File: src/rtl/sa_wb_fifo.sv
// Write-back FIFO between the systolic-array output and the shared SRAM port.
// Buffers {addr,row} pushes, drains them in order under req/gnt, and pulses flush_done at job end.
module sa_wb_fifo #(
    parameter int unsigned N        = 8,
    parameter int unsigned DEPTH    = 16,
    parameter int unsigned AW       = 13,
    parameter int unsigned AFULL_TH = DEPTH - 4,
    localparam int unsigned DW      = N * 8,
    localparam int unsigned LW      = $clog2(DEPTH + 1),
    localparam int unsigned PW      = $clog2(DEPTH)
) (
    input  logic          clk,
    input  logic          rst_n,
    input  logic          wen_n,
    input  logic [AW-1:0] waddr,
    input  logic [DW-1:0] data_in,
    input  logic          done_all,
    input  logic          clr_ovf,
    output logic          sram_req,
    input  logic          sram_gnt,
    output logic          sram_wen_n,
    output logic [AW-1:0] sram_waddr,
    output logic [DW-1:0] sram_wdata,
    output logic [LW-1:0] level,
    output logic          almost_full,
    output logic          full,
    output logic          overflow,
    output logic          flush_done
);

    typedef enum logic [1:0] {StIdle, StActive, StDrain} state_e;

    logic [AW+DW-1:0] mem_q [DEPTH];
    logic [PW-1:0]    wr_ptr_q, wr_ptr_d;
    logic [PW-1:0]    rd_ptr_q, rd_ptr_d;
    logic [LW-1:0]    level_q, level_d;
    logic             ovf_q, ovf_d;
    logic             flush_q;
    state_e           state_q;

    logic             push_req, push_ok, pop, is_full;
    logic [AW+DW-1:0] head;

    assign is_full  = (level_q == LW'(DEPTH));
    assign push_req = !wen_n;
    assign pop      = sram_req && sram_gnt;
    // A pop in the same cycle frees the slot, so a push into a full FIFO is still accepted.
    assign push_ok  = push_req && (!is_full || pop);

    always_comb begin
        wr_ptr_d = wr_ptr_q;
        rd_ptr_d = rd_ptr_q;
        ovf_d    = ovf_q;
        if (push_ok) begin
            wr_ptr_d = wr_ptr_q + PW'(1);
        end
        if (pop) begin
            rd_ptr_d = rd_ptr_q + PW'(1);
        end
        level_d = level_q + LW'(push_ok) - LW'(pop);
        // Set beats clear when both happen together.
        if (push_req && !push_ok) begin
            ovf_d = 1'b1;
        end else if (clr_ovf) begin
            ovf_d = 1'b0;
        end
    end

    always_ff @(posedge clk or negedge rst_n) begin
        if (!rst_n) begin
            wr_ptr_q <= '0;
            rd_ptr_q <= '0;
            level_q  <= '0;
            ovf_q    <= 1'b0;
        end else begin
            wr_ptr_q <= wr_ptr_d;
            rd_ptr_q <= rd_ptr_d;
            level_q  <= level_d;
            ovf_q    <= ovf_d;
        end
    end

    always_ff @(posedge clk) begin
        if (push_ok) begin
            mem_q[wr_ptr_q] <= {waddr, data_in};
        end
    end

    always_ff @(posedge clk or negedge rst_n) begin
        if (!rst_n) begin
            state_q <= StIdle;
            flush_q <= 1'b0;
        end else begin
            flush_q <= 1'b0;
            if (done_all || state_q == StDrain) begin
                // level_d already includes any push of this cycle.
                if (level_d == '0) begin
                    flush_q <= 1'b1;
                    state_q <= StIdle;
                end else begin
                    state_q <= StDrain;
                end
            end else if (state_q == StIdle && push_ok) begin
                state_q <= StActive;
            end
        end
    end

    assign head        = mem_q[rd_ptr_q];
    assign sram_req    = (level_q != '0);
    assign sram_wen_n  = !pop;
    assign sram_waddr  = sram_req ? head[AW+DW-1:DW] : '0;
    assign sram_wdata  = sram_req ? head[DW-1:0] : '0;
    assign level       = level_q;
    assign almost_full = (level_q >= LW'(AFULL_TH));
    assign full        = is_full;
    assign overflow    = ovf_q;
    assign flush_done  = flush_q;

endmodule

File: config.mk
export PLATFORM = sky130hd
export DESIGN_NAME = sa_wb_fifo
export DESIGN_NICKNAME = d
export VERILOG_FILES = /design/src/rtl/sa_wb_fifo.sv
export SDC_FILE = /design/constraint.sdc
export NUM_CORES = 1
export LEC_CHECK = 0
export CORE_MARGIN = 3
export CORE_UTILIZATION = 55
export DETAILED_ROUTE_END_ITERATION = 8
export PLACE_DENSITY = 0.76
export SLEW_MARGIN = 15
export SYNTH_ARGS = -nofsm -noshare
export SYNTH_HDL_FRONTEND = slang
export SYNTH_SLANG_ARGS = --single-unit
File: constraint.sdc
create_clock -name clk -period 6.9 [get_ports clk]
set_clock_uncertainty 0.1 [all_clocks]
set_input_delay 1.035 -clock clk [delete_from_list [all_inputs] [get_ports clk]]
set_output_delay 1.035 -clock clk [all_outputs]
set_load 0.01 [all_outputs]
==> out/metrics.csv <==
stage,metric,value,unit
yosys,syn_inst,1980,
floorplan,initial_core_util,55.7,%
cells_and_area,synthToLayoutAreaGrowth,14.8,%
detailed_routing,vias_per_cell,6.28,
pwr,p_leak,17.4,nW
yosys,synth_edf_count,1232,
critical_path,ff2ff_setup_slack,3.10,ns
timing,slew_violations,0,
cells_and_area,regArea,37400,µm²
global_route,gr-total-overflow,0,
place,post-place-cells,3236,
pwr,comb_power_share,30.1,%
place,dp_hpwl,49.4,mm
cts,post-cts-setup-buffer-count,0,
timing,hold_slack,0.416,ns
floorplan,chipWidth,300,µm
hold_path,hold_class,reg -> reg,
yosys,syn_area_per_cell,24.1,µm²
cts,cts_buffers,119,
pwr,power_density,423,nW/µm²
pwr,power_frac_clock,28.5,%
pwr,power,0.0231,W
yosys,synth-seq-cells,1249,
critical_path,startpoint,level[2]$_DFF_PN0_,
cts,clockBufferDepth,3,
timing,final-hold-violation-count,0,
detailed_routing,wl,103,mm
timing,fin_crit_sh,75.6,%
detailed_routing,drc,0,
yosys,synth_nets,2076,
pwr,switching_share,29.2,%
critical_path,worstPathCellList,inv_1 > ha_1 > or4b_4 > nand2_4 > buf_4 > o22ai_1 > clkdlybuf4s50_1,
detailed_routing,vias,21742,
pwr,seqPwrFrac,41.4,%
global_route,first_global_vias,23316,
cts,ctsHoldBuffers,0,
cts,htreeDepth,3,
detailed_routing,drt_pre_antenna_iters,5,
detailed_routing,routedWlPerCell,29.8,µm
pwr,ir_worst_vdd,0.313,mV
cells_and_area,fin_area,54800,µm²
cts,cts.reportedPaths.clkPinSlew,0.06,ns
critical_path,crit_type,reg -> out,
yosys,yosysTopAreaCellShare,77.6,%
critical_path,crit_fanout,58,
timing,fmax,192,MHz
floorplan,core_region_area,85500,µm²
detailed_routing,ant_nets,0,
critical_path,reg2regPathDepth,7,
timing,rsz0062_at_grt,false,
cells_and_area,fin_nets,2309,
cells_and_area,drive_above_1_share,23.7,%
place,io_buffers,170,
critical_path,crit_path_end,sram_waddr[7],
cts,cts_resized,0,
critical_path,required,5.76,ns
global_route,antenna_found_initial,10,
critical_path,r2r_start,level[2]$_DFF_PN0_,
floorplan,ios,171,
cells_and_area,n_fill_cell,5317,
cts,clk_latency,0.68,ns
critical_path,crit_arrival,4.08,ns
yosys,synth_cell_types,32,
critical_path,slowest_delay,0.84,ns
yosys,synth_area_leaders,"edfxtp_1, mux4_2, mux2i_1, o22ai_1, dfrtp_1",
cells_and_area,mostFrequentLayoutCells,"edfxtp_1, mux4_2, clkdlybuf4s50_1",
floorplan,rows,107,
floorplan,die_h,300,µm
global_route,grt_pass1_wl,154,mm
outcome,outcome,"finished, final reports clean",
timing,setup_tns,0,ns
cells_and_area,final_common_cell,edfxtp_1,
place,routabilityCongestion,0.745,
critical_path,timing.rr.end,mem_q[15][71]$_DFFE_PP_,
yosys,synth_top_cell_by_area,edfxtp_1,
pwr,p_sw,0.00675,W
cts,cts_tree,yes,
cts,clock-sinks,1249,
global_route,grt_max_degree,93,
floorplan,die_area,90300,µm²
cts,root_buffer,clkbuf_16,
critical_path,worstSetupStartpointType,flop,
pwr,power.internal,0.0164,W
yosys,synth_ff_type,edfxtp_1,
run,maxCapViolCount,0,
timing,setup_viol,0,
detailed_routing,drt_first_iter_violations,2521,
cells_and_area,fin_cells,3464,
yosys,ys_warn_count,0,
place,dpl_cell_area,50700,µm²
timing,worst_slew_pin_slew,1.17,ns
global_route,gr-usage-all-layers,23.3,%
critical_path,cp_slowest_cell,nand2_4,
critical_path,end_kind,primary output,
yosys,yosysSeqAreaShare,78.5,%
timing,slew-limit-headroom,21.8,%
timing,period_needed,5.22,ns
yosys,syn_area,47700,µm²
cells_and_area,multi_input_area,9640,µm²
yosys,ys_async_sr_fraction,1.36,%
## how the worst min path moves through the flow
stage,from,end,slack [ns],depth (start not counted)
5_1_grt,state_q[1]$_DFFE_PN0P_,state_q[1]$_DFFE_PN0P_,0.45,1
3_5_place_dp,state_q[0]$_DFFE_PN0P_,state_q[0]$_DFFE_PN0P_,0.40,2
4_1_cts,state_q[0]$_DFFE_PN0P_,state_q[0]$_DFFE_PN0P_,0.42,2
3_3_place_gp,state_q[0]$_DFFE_PN0P_,state_q[0]$_DFFE_PN0P_,0.40,2
6_report,state_q[0]$_DFFE_PN0P_,state_q[0]$_DFFE_PN0P_,0.42,2
2_1_floorplan,rd_ptr_q[3]$_DFFE_PN0N_,rd_ptr_q[3]$_DFFE_PN0N_,0.38,1
## synthesized netlist by cell type (all sizes together) (2+ instances only)
cell	instances
xnor2	6
edfxtp	1232
nand2b	4
a21oi	5
buf	93
nand2	15
dfrtp	17
mux2i	154
nand4	2
inv	10
o22ai	78
xor2	3
nor3	5
nor2	13
clkbuf	13
ha	12
mux4	308
## final cells by class
| class | instances | area share [%] |
|---|---|---|
| diodes | 9 | 0.0411 |
| clock buffers | 144 | 5.65 |
| clock inverters | 75 | 1.63 |
| inverters | 10 | 0.0686 |
| multi-input cells | 615 | 17.6 |
| flip-flops and latches | 1249 | 68.4 |
| well taps | 1144 | 2.61 |
| repair buffers | 218 | 4.02 |
## state kept, by name, summed over array words and instances, names as in the netlist
register	flops
mem_q	1232
level	5
rd_ptr_q	4
wr_ptr_q	4
state_q	2
flush_done	1
overflow	1
## worst max-delay path, delay by kind of cell (launching register included)
family / cells / cell delay (ns)
simple gates: 2 / 1.36
compound gates: 1 / 0.25
flops: 1 / 0.44
buf+inv: 3 / 1.16
fa+ha+maj: 1 / 0.16
## stage by stage
stage               setup slack [ns]  util, %
global route                    1.58     64.0
detailed placement              2.43     59.3
global placement                2.50     59.3
floorplan                       1.45        -
finish                          1.68     64.0
CTS                             1.69     64.0
## cell families after synthesis
| logic type | after synthesis | synth area share [%] |
|---|---|---|
| mux | 462 | 17.8 |
| simple gates | 43 | 0.441 |
| xor+xnor | 9 | 0.165 |
| compound gates | 88 | 1.17 |
| flops | 1249 | 78.5 |
| fa+ha+maj | 13 | 0.357 |
| buf+inv | 116 | 1.60 |
## power groups by stage
| stage | combinational, W | clock (W) | sequential [W] |
|---|---|---|---|
| 3_5_place_dp | 0.00699 | 0 | 0.00973 |
| 2_1_floorplan | 0.00474 | 0 | 0.00949 |
| 6_report | 0.00696 | 0.00660 | 0.00958 |
| 5_1_grt | 0.00738 | 0.00702 | 0.00965 |
| 4_1_cts | 0.00707 | 0.00669 | 0.00959 |
| 3_3_place_gp | 0.00691 | 0 | 0.00967 |
## routing by layer
layer | part of all wire [%] | up-vias | global-route usage (%)
met5 | 0.040 | - | 0
met1 | 38 | 11576 | 31.8
met2 | 51 | 1013 | 38.8
met4 | 2.6 | 6 | 7.41
met3 | 8.1 | 166 | 4.30
li1 | - | 8981 | -
No activity file was read; power rests on OpenSTA's default activity.
